--- src/rtl/ps2_kbd_fifo.sv ---
`timescale 1ns/1ps
// PS/2 keyboard receiver: synchronised frame decode, E0/F0 prefix folding,
// and a first-word fall-through event FIFO for clk-domain consumers.
module ps2_kbd_fifo #(
  parameter int FIFO_DEPTH     = 8,
  parameter int SYNC_STAGES    = 3,
  parameter int TIMEOUT_CYCLES = 50000
) (
  input  logic                          clk,
  input  logic                          resetn,
  input  logic                          ps2_clk,
  input  logic                          ps2_data,
  input  logic                          rd_en,
  input  logic                          clr_ovf,
  output logic [9:0]                    data,
  output logic                          ready,
  output logic [$clog2(FIFO_DEPTH):0]   count,
  output logic                          overflow,
  output logic                          frame_err,
  output logic [7:0]                    err_cnt
);

  localparam int AW = $clog2(FIFO_DEPTH);
  localparam int CW = AW + 1;
  localparam int WW = $clog2(TIMEOUT_CYCLES + 1);

  typedef enum logic [1:0] {
    IDLE, DATA, PARITY, STOP
  } state_t;

  logic [SYNC_STAGES-1:0] cs;
  logic [SYNC_STAGES-1:0] ds;
  logic                   fe;
  logic                   din;

  state_t      state;
  state_t      state_nxt;
  logic [7:0]  shift;
  logic [2:0]  bit_idx;
  logic        par_ok;
  logic [WW-1:0] wd;
  logic        timeout;
  logic        ext;
  logic        brk;

  logic        err_evt;
  logic        push;
  logic        set_ext;
  logic        set_brk;

  logic [9:0]    mem [FIFO_DEPTH];
  logic [AW-1:0] wp;
  logic [AW-1:0] rp;
  logic [CW-1:0] cnt;
  logic [9:0]    hold;
  logic          full;
  logic          pop;
  logic          wr;
  logic          ovf_set;

  always_ff @(posedge clk or negedge resetn) begin
    if (!resetn) begin
      cs <= '1;
      ds <= '1;
    end else begin
      cs <= {cs[SYNC_STAGES-2:0], ps2_clk};
      ds <= {ds[SYNC_STAGES-2:0], ps2_data};
    end
  end

  assign fe  = cs[SYNC_STAGES-1] & ~cs[SYNC_STAGES-2];
  assign din = ds[SYNC_STAGES-1];

  assign timeout = (state != IDLE) && !fe &&
                   (wd == WW'(TIMEOUT_CYCLES - 1));

  always_ff @(posedge clk or negedge resetn) begin
    if (!resetn) state <= IDLE;
    else         state <= state_nxt;
  end

  always_comb begin
    state_nxt = state;
    unique case (state)
      IDLE:   if (fe && !din) state_nxt = DATA;
      DATA: begin
        if (timeout)                    state_nxt = IDLE;
        else if (fe && bit_idx == 3'd7) state_nxt = PARITY;
      end
      PARITY: begin
        if (timeout) state_nxt = IDLE;
        else if (fe) state_nxt = STOP;
      end
      STOP:   if (timeout || fe) state_nxt = IDLE;
      default: state_nxt = IDLE;
    endcase
  end

  always_comb begin
    err_evt = 1'b0;
    push    = 1'b0;
    set_ext = 1'b0;
    set_brk = 1'b0;
    if (timeout) begin
      err_evt = 1'b1;
    end else if (fe) begin
      unique case (state)
        IDLE: err_evt = din;
        STOP: begin
          if (!(par_ok && din))  err_evt = 1'b1;
          else if (shift == 8'hE0) set_ext = 1'b1;
          else if (shift == 8'hF0) set_brk = 1'b1;
          else                     push    = 1'b1;
        end
        default: ;
      endcase
    end
  end

  always_ff @(posedge clk or negedge resetn) begin
    if (!resetn) begin
      shift   <= '0;
      bit_idx <= '0;
      par_ok  <= 1'b0;
      wd      <= '0;
      ext     <= 1'b0;
      brk     <= 1'b0;
    end else begin
      if (state == IDLE || fe) wd <= '0;
      else                     wd <= wd + 1'b1;
      if (state == IDLE) bit_idx <= '0;
      else if (state == DATA && fe) begin
        shift   <= {din, shift[7:1]};
        bit_idx <= bit_idx + 1'b1;
      end
      if (state == PARITY && fe) par_ok <= ^shift ^ din;
      if (set_ext) ext <= 1'b1;
      if (set_brk) brk <= 1'b1;
      if (push) begin
        ext <= 1'b0;
        brk <= 1'b0;
      end
    end
  end

  always_ff @(posedge clk or negedge resetn) begin
    if (!resetn) begin
      frame_err <= 1'b0;
      err_cnt   <= '0;
    end else begin
      frame_err <= err_evt;
      if (err_evt && err_cnt != 8'hFF) err_cnt <= err_cnt + 1'b1;
    end
  end

  // A full FIFO still accepts a push when the head is popped on the same edge.
  assign full    = (cnt == CW'(FIFO_DEPTH));
  assign ready   = (cnt != '0);
  assign pop     = rd_en && ready;
  assign wr      = push && (!full || pop);
  assign ovf_set = push && full && !pop;

  always_ff @(posedge clk or negedge resetn) begin
    if (!resetn) begin
      for (int i = 0; i < FIFO_DEPTH; i++) mem[i] <= '0;
      wp       <= '0;
      rp       <= '0;
      cnt      <= '0;
      hold     <= '0;
      overflow <= 1'b0;
    end else begin
      if (wr) begin
        mem[wp] <= {brk, ext, shift};
        wp      <= wp + 1'b1;
      end
      if (pop) rp <= rp + 1'b1;
      if (wr && !pop)      cnt <= cnt + 1'b1;
      else if (!wr && pop) cnt <= cnt - 1'b1;
      if (ready) hold <= mem[rp];
      if (ovf_set)      overflow <= 1'b1;
      else if (clr_ovf) overflow <= 1'b0;
    end
  end

  assign data  = ready ? mem[rp] : hold;
  assign count = cnt;

endmodule

--- config.mk ---
export PLATFORM = sky130hd
export DESIGN_NAME = ps2_kbd_fifo
export DESIGN_NICKNAME = d
export VERILOG_FILES = /design/src/rtl/ps2_kbd_fifo.sv
export SDC_FILE = /design/constraint.sdc
export NUM_CORES = 1
export LEC_CHECK = 0
export BUFFER_PORTS_ARGS = -buffer_cell sky130_fd_sc_hd__buf_4
export CAP_MARGIN = 5
export CORE_AREA = 2 2 121 123
export CTS_CLUSTER_DIAMETER = 100
export DETAILED_ROUTE_END_ITERATION = 10
export DIE_AREA = 0 0 123 125
export PLACE_DENSITY = 0.68
export SLEW_MARGIN = 20
export SYNTH_ARGS = -nofsm -noshare
export SYNTH_HDL_FRONTEND = slang
export SYNTH_SLANG_ARGS = --single-unit
--- constraint.sdc ---
create_clock -name clk -period 2.9 [get_ports clk]
set_clock_uncertainty 0.2 [all_clocks]
set_input_delay 0.58 -clock clk [delete_from_list [all_inputs] [get_ports clk]]
set_output_delay 0.58 -clock clk [all_outputs]
set_load 0.01 [all_outputs]
==> flow_metrics.tcl, run 1 <==
set metrics [dict create \
    status "finished clean" \
    cellLeakagePower_uw 0.00386 \
    initial_core_util 0.478 \
    p_int_uw 4310 \
    cts_sinks 148 \
    seq_area_frac_synth 0.546 \
    post-route-min-period_ns 2.82 \
    h-tree-depth 4 \
    routed_via_density 5.36 \
    max_stage_delay_ns 0.53 \
    cts_tree "yes" \
    cts.clk_slew.worst_paths_ns 0.06 \
    tightest_slew_ns 0.622 \
    fin_area_um2 8040 \
    worstSkewPairLatency_ns 0.42 \
    slowest_stage "mux4_2" \
    end_kind "output pin" \
    syn_area_um2 6790 \
    insertedDiodeCount 0 \
    ios 31 \
    ys_seq_elements 148 \
    required_ns 2.12 \
    endpoint "data[5]" \
    finalSetupViolCount 0 \
    die_x_um 123 \
    seqPwrFrac 0.404 \
    clkPwrFrac 0.361 \
    postRouteAntennaNets 0 \
    numCtsBuffers 17 \
    grt_max_degree 66 \
    switchingPower_uw 1770 \
    avgSynthCellArea_um2 13.3 \
    rr_worst_depth 13 \
    syn_nets 536 \
    slew_headroom 0.585 \
    worstPathMaxFanout 11 \
    core_area_um2 14200 \
    layout-drive-gt1-share 0.346 \
    cp_top_family "multiplexers" \
    critical_path_class "reg2out" \
    period_share 0.973 \
    startpoint "rp[0]$_DFFE_PN0P_" \
    p_comb_frac 0.236 \
    clk_path_buf_depth 2 \
    hold_path.class "in2reg" \
    n_fill_cell 1168 \
    power_density_nw_per_um2 755 \
    r2r_end "count[3]$_DFFE_PN0P_" \
    first_pass_iters 5 \
    vdd_drop_max_v 0.000680 \
    setup_tns_ns 0 \
    hpwlAfterDp_um 8630 \
    die_h_um 125 \
    synthFlopType "dfrtp_1" \
    dr.first_iter.drc_count 156 \
    grt_pass1_vias 4237 \
    synth_cell_types 51 \
    syn_inst 511 \
    vias 4071 \
    fin_nets 588 \
    critPathBufInv 2 \
    r2r_start "shift[4]$_DFFE_PN0P_" \
    clock-root-buffer "clkbuf_16" \
    drc 0 \
    grt_pass1_wl_um 21600 \
    fmax_mhz 354 \
    area_delta_synth_final_pct 18.4 \
    timing.critical_path.cells "buf_12 > mux4_2 > mux2i_2 > o21ai_0 > buf_4" \
    hold_violations 0 \
    drv_slew 0 \
    grt.total_usage 0.182 \
    core.rowCount 44 \
    worst-path-stages 5 \
    ff2ff_setup_slack_ns 0.17 \
    start_kind "register" \
    wl_per_cell_um 17.0 \
    sw_frac_of_total 0.291 \
    portBuffers 30 \
    cap_violations 0 \
    routed_wl_um 12900 \
    rsz0062_at_grt "no" \
    overflow 0 \
    synth_edf_count 0 \
    yosysWarnings 0 \
    placed_cell_area_um2 7390 \
    arrival_ns 2.04 \
    dieArea_um2 15400 \
    antenna_found_initial 0 \
    finalWeightedCongestion 0.722 \
    synth-async-reset-ratio 1.00 \
]
==> cell families after synthesis <==
logic type,synth area share
AOI/OAI and AO/OA,0.0332
adders and majority gates,0.0361
DFF,0.546
muxes,0.228
and+or+nand+nor,0.0899
xor gates and xnor gates,0.0413
buffers and inverters,0.0249
==> routing by layer <==
layer	track usage	up-vias	wire length [um]
met3	0.0347	22	311
met4	0.0735	0	212
met5	0	-	0
met1	0.243	2065	5930
li1	-	1926	-
met2	0.293	58	6470
==> how the worst min path moves through the flow <==
stage                          startpoint                     end  slack (ns)  depth (start not counted)
after global routing              ps2_clk         cs[0]$_DFF_PN1_        0.06                          1
final                             ps2_clk         cs[0]$_DFF_PN1_        0.07                          1
after CTS                         ps2_clk         cs[0]$_DFF_PN1_        0.05                          1
after detailed placement  ds[0]$_DFF_PN1_         ds[1]$_DFF_PN1_        0.15                          0
after floorplan                    resetn  bit_idx[0]$_DFFE_PN0P_        0.08                          0
after global placement    ds[0]$_DFF_PN1_         ds[1]$_DFF_PN1_        0.15                          0
==> flip-flops by register name (all words and copies together), names as in the netlist, 2 cells and up <==
| name | cells |
|---|---|
| wd | 16 |
| state | 2 |
| mem | 80 |
| hold | 10 |
| rp | 3 |
| cs | 3 |
| bit_idx | 3 |
| shift | 8 |
| count | 4 |
| err_cnt | 8 |
| wp | 3 |
| ds | 3 |
==> cells in the final DEF, fill, tap and decap left out, types with 3 or more instances in the layout <==
| master | n |
|---|---|
| dfrtp_1 | 139 |
| mux2_2 | 69 |
| buf_4 | 54 |
| nand2_1 | 33 |
| nor2_1 | 26 |
| o21ai_0 | 20 |
| mux4_2 | 20 |
| mux2_1 | 19 |
| ha_1 | 18 |
| clkbuf_16 | 18 |
| xnor2_1 | 17 |
| xor2_1 | 15 |
| inv_1 | 14 |
| nand3_1 | 11 |
| mux2i_1 | 10 |
| and3_1 | 8 |
| nor3_1 | 7 |
| a21oi_1 | 6 |
| dfstp_2 | 6 |
| clkbuf_8 | 5 |
| nand2b_1 | 3 |
| a21o_1 | 3 |
| nand4_1 | 3 |
| clkinv_2 | 3 |
| buf_12 | 3 |
| dfrtp_2 | 3 |
==> power groups by stage <==
| stage | clock [uW] | sequential, uW | combinational [uW] |
|---|---|---|---|
| after detailed placement | 0 | 2480 | 1400 |
| after global placement | 0 | 2470 | 1370 |
| after floorplan | 0 | 2440 | 953 |
| final | 2190 | 2450 | 1430 |
| after CTS | 2230 | 2440 | 1400 |
| after global routing | 2320 | 2490 | 1590 |
==> cells in the mapped netlist, types with 2 or more instances <==
cell type | n | area [um2]
nand2_1 | 33 | 124
a21o_1 | 3 | 22.5
nand4_1 | 3 | 18.8
inv_1 | 14 | 52.6
nand4b_1 | 2 | 17.5
nor4_1 | 3 | 18.8
nor2_1 | 27 | 101
ha_1 | 18 | 225
clkbuf_1 | 14 | 52.6
xor2_1 | 15 | 131
dfrtp_1 | 142 | 3550
dfstp_2 | 6 | 158
nor3_1 | 7 | 35.0
nand3b_1 | 2 | 15.0
mux2_2 | 69 | 777
buf_2 | 8 | 40.0
and3_1 | 8 | 50.1
a21oi_1 | 6 | 30.0
nand2b_1 | 3 | 18.8
nand3_1 | 12 | 60.1
mux2_1 | 19 | 214
o21ai_0 | 21 | 105
xnor2_1 | 17 | 149
buf_1 | 3 | 11.3
mux4_2 | 20 | 450
mux2i_1 | 11 | 110
==> area by class of cell <==
| cell class | instances | area (um2) | area share |
|---|---|---|---|
| Multi-Input combinational cell | 322 | 2940 | 0.365 |
| Tap cell | 184 | 230 | 0.0286 |
| Clock inverter | 8 | 98.8 | 0.0123 |
| Sequential cell | 148 | 3710 | 0.462 |
| Inverter | 14 | 52.6 | 0.00653 |
| Clock buffer | 23 | 498 | 0.0619 |
| Timing Repair Buffer | 60 | 512 | 0.0636 |
==> per-stage QoR <==
stage / cells / total power [uW] / util / setup slack, ns / hold WS, ns
final: 759 / 6070 / 0.566 / 0.0781 / 0.0677
after global routing: 759 / 6400 / 0.566 / 0.000921 / 0.0551
after CTS: 757 / 6080 / 0.563 / 0.0301 / 0.0532
after detailed placement: 725 / 3880 / 0.520 / 0.110 / 0.147
after global placement: 725 / 3840 / 0.520 / 0.213 / 0.147
after floorplan: 511 / 3390 / - / 0.0884 / 0.0844
==> timing repair <==
item	CTS	global route
hold buffers	1	0
setup endpoints to repair	1	3
setup buffers	0	1
endpoints found under the hold margin	61	0
gates cloned	0	1
gates resized for setup	1	6
(Power assumes the default switching activity.)
==> run 2: changes to the inputs <==
Settings changed: ABC_AREA from default to 1, CORE_AREA 2 2 121 123 to 2 2 122 124, DIE_AREA 0 0 123 125 to 0 0 124 126, RECOVER_POWER from default to 100.
==> flow_metrics.tcl, run 2 <==
set metrics [dict create \
    status "finished clean" \
    start_kind "register" \
    synth_most_common_cell "nand2_1" \
    synthTopCellsByArea "dfrtp_1 (51%), nand2_1 (9.7%), o21ai_0 (7.4%)" \
    synth_cell_types 40 \
    largest_reg_flops 80 \
    synth_top_family_by_area "simple AND/OR/NAND/NOR gates" \
    routed_wl_um 15600 \
    fin_area_um2 8000 \
    wl_per_cell_um 15.2 \
    ios 31 \
    clk_path_buf_depth 2 \
    syn_area_um2 6930 \
    initial_core_util 0.484 \
    seqPwrFrac 0.349 \
    finish.utilization 0.559 \
    max_stage_delay_ns 0.44 \
    fmax_mhz 356 \
    final_common_cell "nand2_1" \
    grt.total_usage 0.213 \
    cap_violations 0 \
    routed_via_density 5.37 \
    synthFlopType "dfrtp_1" \
    cts_sinks 148 \
    critPathMostFrequentCell "buf_4" \
    syn_nets 810 \
    hold_violations 0 \
    synth_commonest_cells "nand2_1 (180), dfrtp_1 (142), o21ai_0 (103), nor2_1 (93), o21ai_1 (42)" \
    syn_inst 785 \
    regMostFlops "mem" \
    startpoint "count[0]$_DFFE_PN0P_" \
    yosysWarnings 0 \
    critPathBufInv 3 \
    dr.first_iter.drc_count 448 \
    drc 0 \
    area_delta_synth_final_pct 15.4 \
    timing.critical_path.cells "or2_1 > nor3_2 > buf_4 > clkinvlp_4 > o21ai_0 > o21ai_1 > buf_4" \
    switchingPower_uw 2470 \
    insertedDiodeCount 0 \
    clkPwrFrac 0.312 \
    avgSynthCellArea_um2 8.83 \
    first_pass_iters 5 \
    required_ns 2.12 \
    synth_top_area_share 0.512 \
    tightest_slew_ns 1.30 \
    vdd_drop_max_v 0.000745 \
    slew_headroom 0.133 \
    portBuffers 30 \
    clock-root-buffer "clkbuf_16" \
    synth_edf_count 0 \
    synth-async-reset-ratio 1.00 \
    core_area_um2 14300 \
    layout-drive-gt1-share 0.143 \
    die_x_um 124 \
    die_h_um 126 \
    arrival_ns 2.03 \
    end_kind "output pin" \
    antenna_found_initial 0 \
    slowest_stage "dfrtp_2" \
    worstPathMaxFanout 6 \
    finalSetupViolCount 0 \
    grt_pass1_vias 5304 \
    ff2ff_setup_slack_ns 0.23 \
    cts.clk_slew.worst_paths_ns 0.06 \
    grt_pass1_wl_um 25800 \
    p_comb_frac 0.339 \
    sw_frac_of_total 0.347 \
    drv_slew 0 \
    cellLeakagePower_uw 0.00366 \
    hpwlAfterDp_um 10000 \
    r2r_start "count[0]$_DFFE_PN0P_" \
    critical_path_class "reg2out" \
    overflow 0 \
    min-delay-start "ps2_clk" \
    ys_seq_elements 148 \
    finalWeightedCongestion 0.877 \
    largestRegisters "mem x80, wd x16, hold x10" \
    yosys.area_share.adder 0.0354 \
    dieArea_um2 15600 \
    mostFrequentLayoutCells "nand2_1 (181), dfrtp_1 (141), o21ai_0 (99), nor2_1 (93), o21ai_1 (46)" \
    synth_top_area_cell "dfrtp_1" \
    period_share 0.969 \
    vias 5489 \
    post-route-min-period_ns 2.81 \
    p_int_uw 4650 \
    h-tree-depth 4 \
    cp_top_family "buffers and inverters" \
    numCtsBuffers 17 \
    yosys.area_share.xor_xnor 0.0215 \
    cts_tree "yes" \
    n_fill_cell 1290 \
    synth_simple_gate_area_frac 0.198 \
    synthMuxAreaShare 0.00577 \
    core.rowCount 44 \
    p_total_uw 7110 \
    placed_cell_area_um2 7350 \
    fin_nets 851 \
    grt_max_degree 57 \
    postRouteAntennaNets 0 \
    power_density_nw_per_um2 889 \
    synth_compound_area_frac 0.148 \
    seq_area_frac_synth 0.535 \
    hold_path.class "in2reg" \
    worstSkewPairLatency_ns 0.43 \
    setup_tns_ns 0 \
]
## run 2: cells by family (layout without fill, tap and decap cells)
kind of cell               after synthesis  after routing
and+or+nand+nor                        327            327
AOI/OAI and AO/OA                      188            188
DFF                                    148            148
buffers and inverters                   82            136
adders and majority gates               19             19
xor gates and xnor gates                17             17
muxes                                    4              4
## run 2: final cells by class
type,count,area (um2),share of cell area
multi-input combinational,555,2840,0.354
timing repair buffer,54,432,0.0539
sequential,148,3710,0.464
tap,184,230,0.0288
inverter,49,190,0.0238
timing repair inverter,1,7.51,0.000938
clock inverter,9,128,0.0159
clock buffer,23,468,0.0585
## run 2: per-stage QoR
| stage | hold WS, ns | setup WS (ns) | cells |
|---|---|---|---|
| 3_3_place_gp | 0.147 | 0.318 | 984 |
| 6_report | 0.0652 | 0.0885 | 1023 |
| 3_5_place_dp | 0.151 | 0.225 | 984 |
| 4_1_cts | 0.0501 | 0.0181 | 1018 |
| 5_1_grt | 0.0538 | -0.0176 | 1023 |
| 2_1_floorplan | 0.0844 | 0.304 | 785 |
## run 2: power by group through the flow
| stage | clock network (uW) | logic (uW) | registers [uW] |
|---|---|---|---|
| floorplan | 0 | 1460 | 2500 |
| global placement | 0 | 2270 | 2500 |
| detailed placement | 0 | 2320 | 2520 |
| CTS | 2260 | 2350 | 2490 |
| global route | 2360 | 2720 | 2520 |
| finish | 2220 | 2410 | 2480 |
## run 2: timing repair
action | 4_1_cts | 5_1_grt
pin swaps | 0 | 1
endpoints found under the setup margin | 10 | 6
gates cloned | 0 | 1
hold buffers | 1 | 0
gates resized for setup | 2 | 8
buffers inserted | 1 | 4
endpoints found under the hold margin | 44 | 0
## run 2: worst paths after layout
| check | to | depth (start not counted) |
|---|---|---|
| worst min-delay path | cs[0]$_DFF_PN1_ | 1 |
| worst max-delay path | data[0] | 7 |
| worst max register to register | count[3]$_DFFE_PN0P_ | 13 |
| min in group asynchronous | mem[49]$_DFFE_PN0P_ | 2 |
| max in group asynchronous | cs[0]$_DFF_PN1_ | 3 |
| worst min register to register | ds[2]$_DFF_PN1_ | 0 |
## run 2: per-layer routing
metal | up-vias | GRT usage | part of all wire
li1 | 2671 | - | -
met5 | - | 0 | 0
met4 | 0 | 0.0648 | 0.014
met3 | 22 | 0.0485 | 0.045
met1 | 2659 | 0.287 | 0.45
met2 | 137 | 0.344 | 0.49
==> run 3: changes to the inputs <==
Settings changed: CELL_PAD_IN_SITES_DETAIL_PLACEMENT from default to 0, CELL_PAD_IN_SITES_GLOBAL_PLACEMENT from default to 1, CORE_AREA 2 2 122 124 to 2 2 130 132, DIE_AREA 0 0 124 126 to 0 0 132 134, PLACE_DENSITY 0.68 to default, PLACE_DENSITY_LB_ADDON from default to 0.1.
==> flow_metrics.tcl, run 3 (synthesized netlist as in run 2, its figures left out) <==
set metrics [dict create \
    antenna_found_initial 0 \
    fin_nets 853 \
    rsz0062_at_grt "yes" \
    mostFrequentLayoutCells "nand2_1 (177), dfrtp_1 (139), o21ai_0 (99), nor2_1 (94), o21ai_1 (46)" \
    portBuffers 30 \
    hold_path.class "in2reg" \
    layout-drive-gt1-share 0.158 \
    cts_sinks 148 \
    seqPwrFrac 0.333 \
    n_fill_cell 1541 \
    r2r_start "state[0]$_DFFE_PN0P_" \
    postRouteAntennaNets 0 \
    wl_per_cell_um 15.7 \
    h-tree-depth 4 \
    start_kind "register" \
    area_delta_synth_final_pct 18.1 \
    multi_input_area_um2 2870 \
    hold_violations 0 \
    status "finished clean" \
    place_ws_ns 0.262 \
    largest_reg_flops 80 \
    worstPathMaxFanout 6 \
    finalSetupViolCount 0 \
    core.rowCount 47 \
    hpwlAfterDp_um 10500 \
    holdWs_ns 0.0591 \
    seq_area_um2 3710 \
    tightest_slew_ns 1.21 \
    clkPwrFrac 0.315 \
    overflow 0 \
    cts.clk_slew.worst_paths_ns 0.06 \
    grt_pass1_vias 5103 \
    die_x_um 132 \
    grt_max_degree 47 \
    clock-root-buffer "clkbuf_16" \
    cellLeakagePower_uw 0.00371 \
    rr_worst_depth 15 \
    cts_tree "yes" \
    vias 5369 \
    die_h_um 134 \
    largestRegisters "mem x80, wd x16, hold x10" \
    end_kind "output pin" \
    routed_wl_um 16700 \
    power_density_nw_per_um2 917 \
    switchingPower_uw 2620 \
    drv_slew 0 \
    post-route-min-period_ns 2.85 \
    numCtsBuffers 17 \
    insertedDiodeCount 0 \
    sw_frac_of_total 0.350 \
    period_share 0.984 \
    fmax_mhz 351 \
    vdd_drop_max_v 0.000563 \
    finalWeightedCongestion 0.790 \
    core_area_um2 16300 \
    initial_core_util 0.426 \
    first_pass_iters 5 \
    regMostFlops "mem" \
    r2r_end "count[3]$_DFFE_PN0P_" \
    clk_path_buf_depth 2 \
    worstSkewPairLatency_ns 0.43 \
    final_common_cell "nand2_1" \
    p_comb_frac 0.352 \
    finalWorstSetupSlack_ns 0.0475 \
    p_total_uw 7510 \
    p_int_uw 4880 \
    grt.total_usage 0.199 \
    endpoint "data[4]" \
    ff2ff_setup_slack_ns 0.16 \
    grt_pass1_wl_um 27300 \
    dieArea_um2 17700 \
    drc 0 \
    cap_violations 0 \
    slew_headroom 0.192 \
    critical_path_class "reg2out" \
    ios 31 \
    dr.first_iter.drc_count 359 \
    arrival_ns 2.07 \
    required_ns 2.12 \
    startpoint "count[0]$_DFFE_PN0P_" \
    routed_via_density 5.06 \
]
-- run 3: worst min path at each step --
stage          slack [ns]                      to       startpoint  cells past startpoint
2_1_floorplan        0.08  bit_idx[0]$_DFFE_PN0P_           resetn                      0
3_3_place_gp         0.15         ds[1]$_DFF_PN1_  ds[0]$_DFF_PN1_                      0
3_5_place_dp         0.15         ds[2]$_DFF_PN1_  ds[1]$_DFF_PN1_                      0
4_1_cts              0.04         cs[0]$_DFF_PN1_          ps2_clk                      1
5_1_grt              0.05         cs[0]$_DFF_PN1_          ps2_clk                      1
6_report             0.06         ds[0]$_DFF_PN1_         ps2_data                      1
-- run 3: power groups by stage --
stage / clock [uW] / sequential [uW] / combinational [uW]
after floorplan: 0 / 2500 / 1460
after CTS: 2420 / 2490 / 2450
after global routing: 2520 / 2530 / 2960
final: 2370 / 2500 / 2640
after global placement: 0 / 2510 / 2380
after detailed placement: 0 / 2520 / 2400
-- run 3: metal layers --
layer,vias up,global-route usage,part of all wire
met5,-,0,0
met4,0,0.0525,0.0075
met3,9,0.0488,0.031
met2,83,0.320,0.48
met1,2605,0.272,0.48
li1,2672,-,-
-- run 3: through the flow --
step                setup TNS [ns]   util  instances  instance area, um2
floorplan                        0      -        785                6930
global placement                 0  0.455       1019                7410
detailed placement               0  0.455       1019                7410
CTS                              0  0.497       1055                8090
global route                -0.228  0.503       1061                8190
finish                           0  0.503       1061                8190
-- run 3: area by class of cell --
type,instances,area share
multi-input cells,555,0.350
well taps,220,0.0336
flip-flops and latches,148,0.454
clock buffers,20,0.0558
inverters,49,0.0232
repair buffers,57,0.0613
clock inverters,12,0.0219
-- run 3: worst max-delay path, stage by stage (launching register included) --
cell and delay [ns]:
dfrtp_2 0.44, or2_4 0.28, nor3_4 0.19, buf_6 0.13, clkinvlp_4 0.13, buf_4 0.17
nand3_1 0.09, nand2_1 0.07, buf_4 0.14
-- run 3: timing repair --
action | CTS | global route
buffers inserted | 3 | 5
pin swaps | 0 | 3
endpoints found under the hold margin | 42 | 0
cloned | 0 | 1
hold buffers | 1 | 0
endpoints found under the setup margin | 10 | 9
resized for setup | 3 | 23
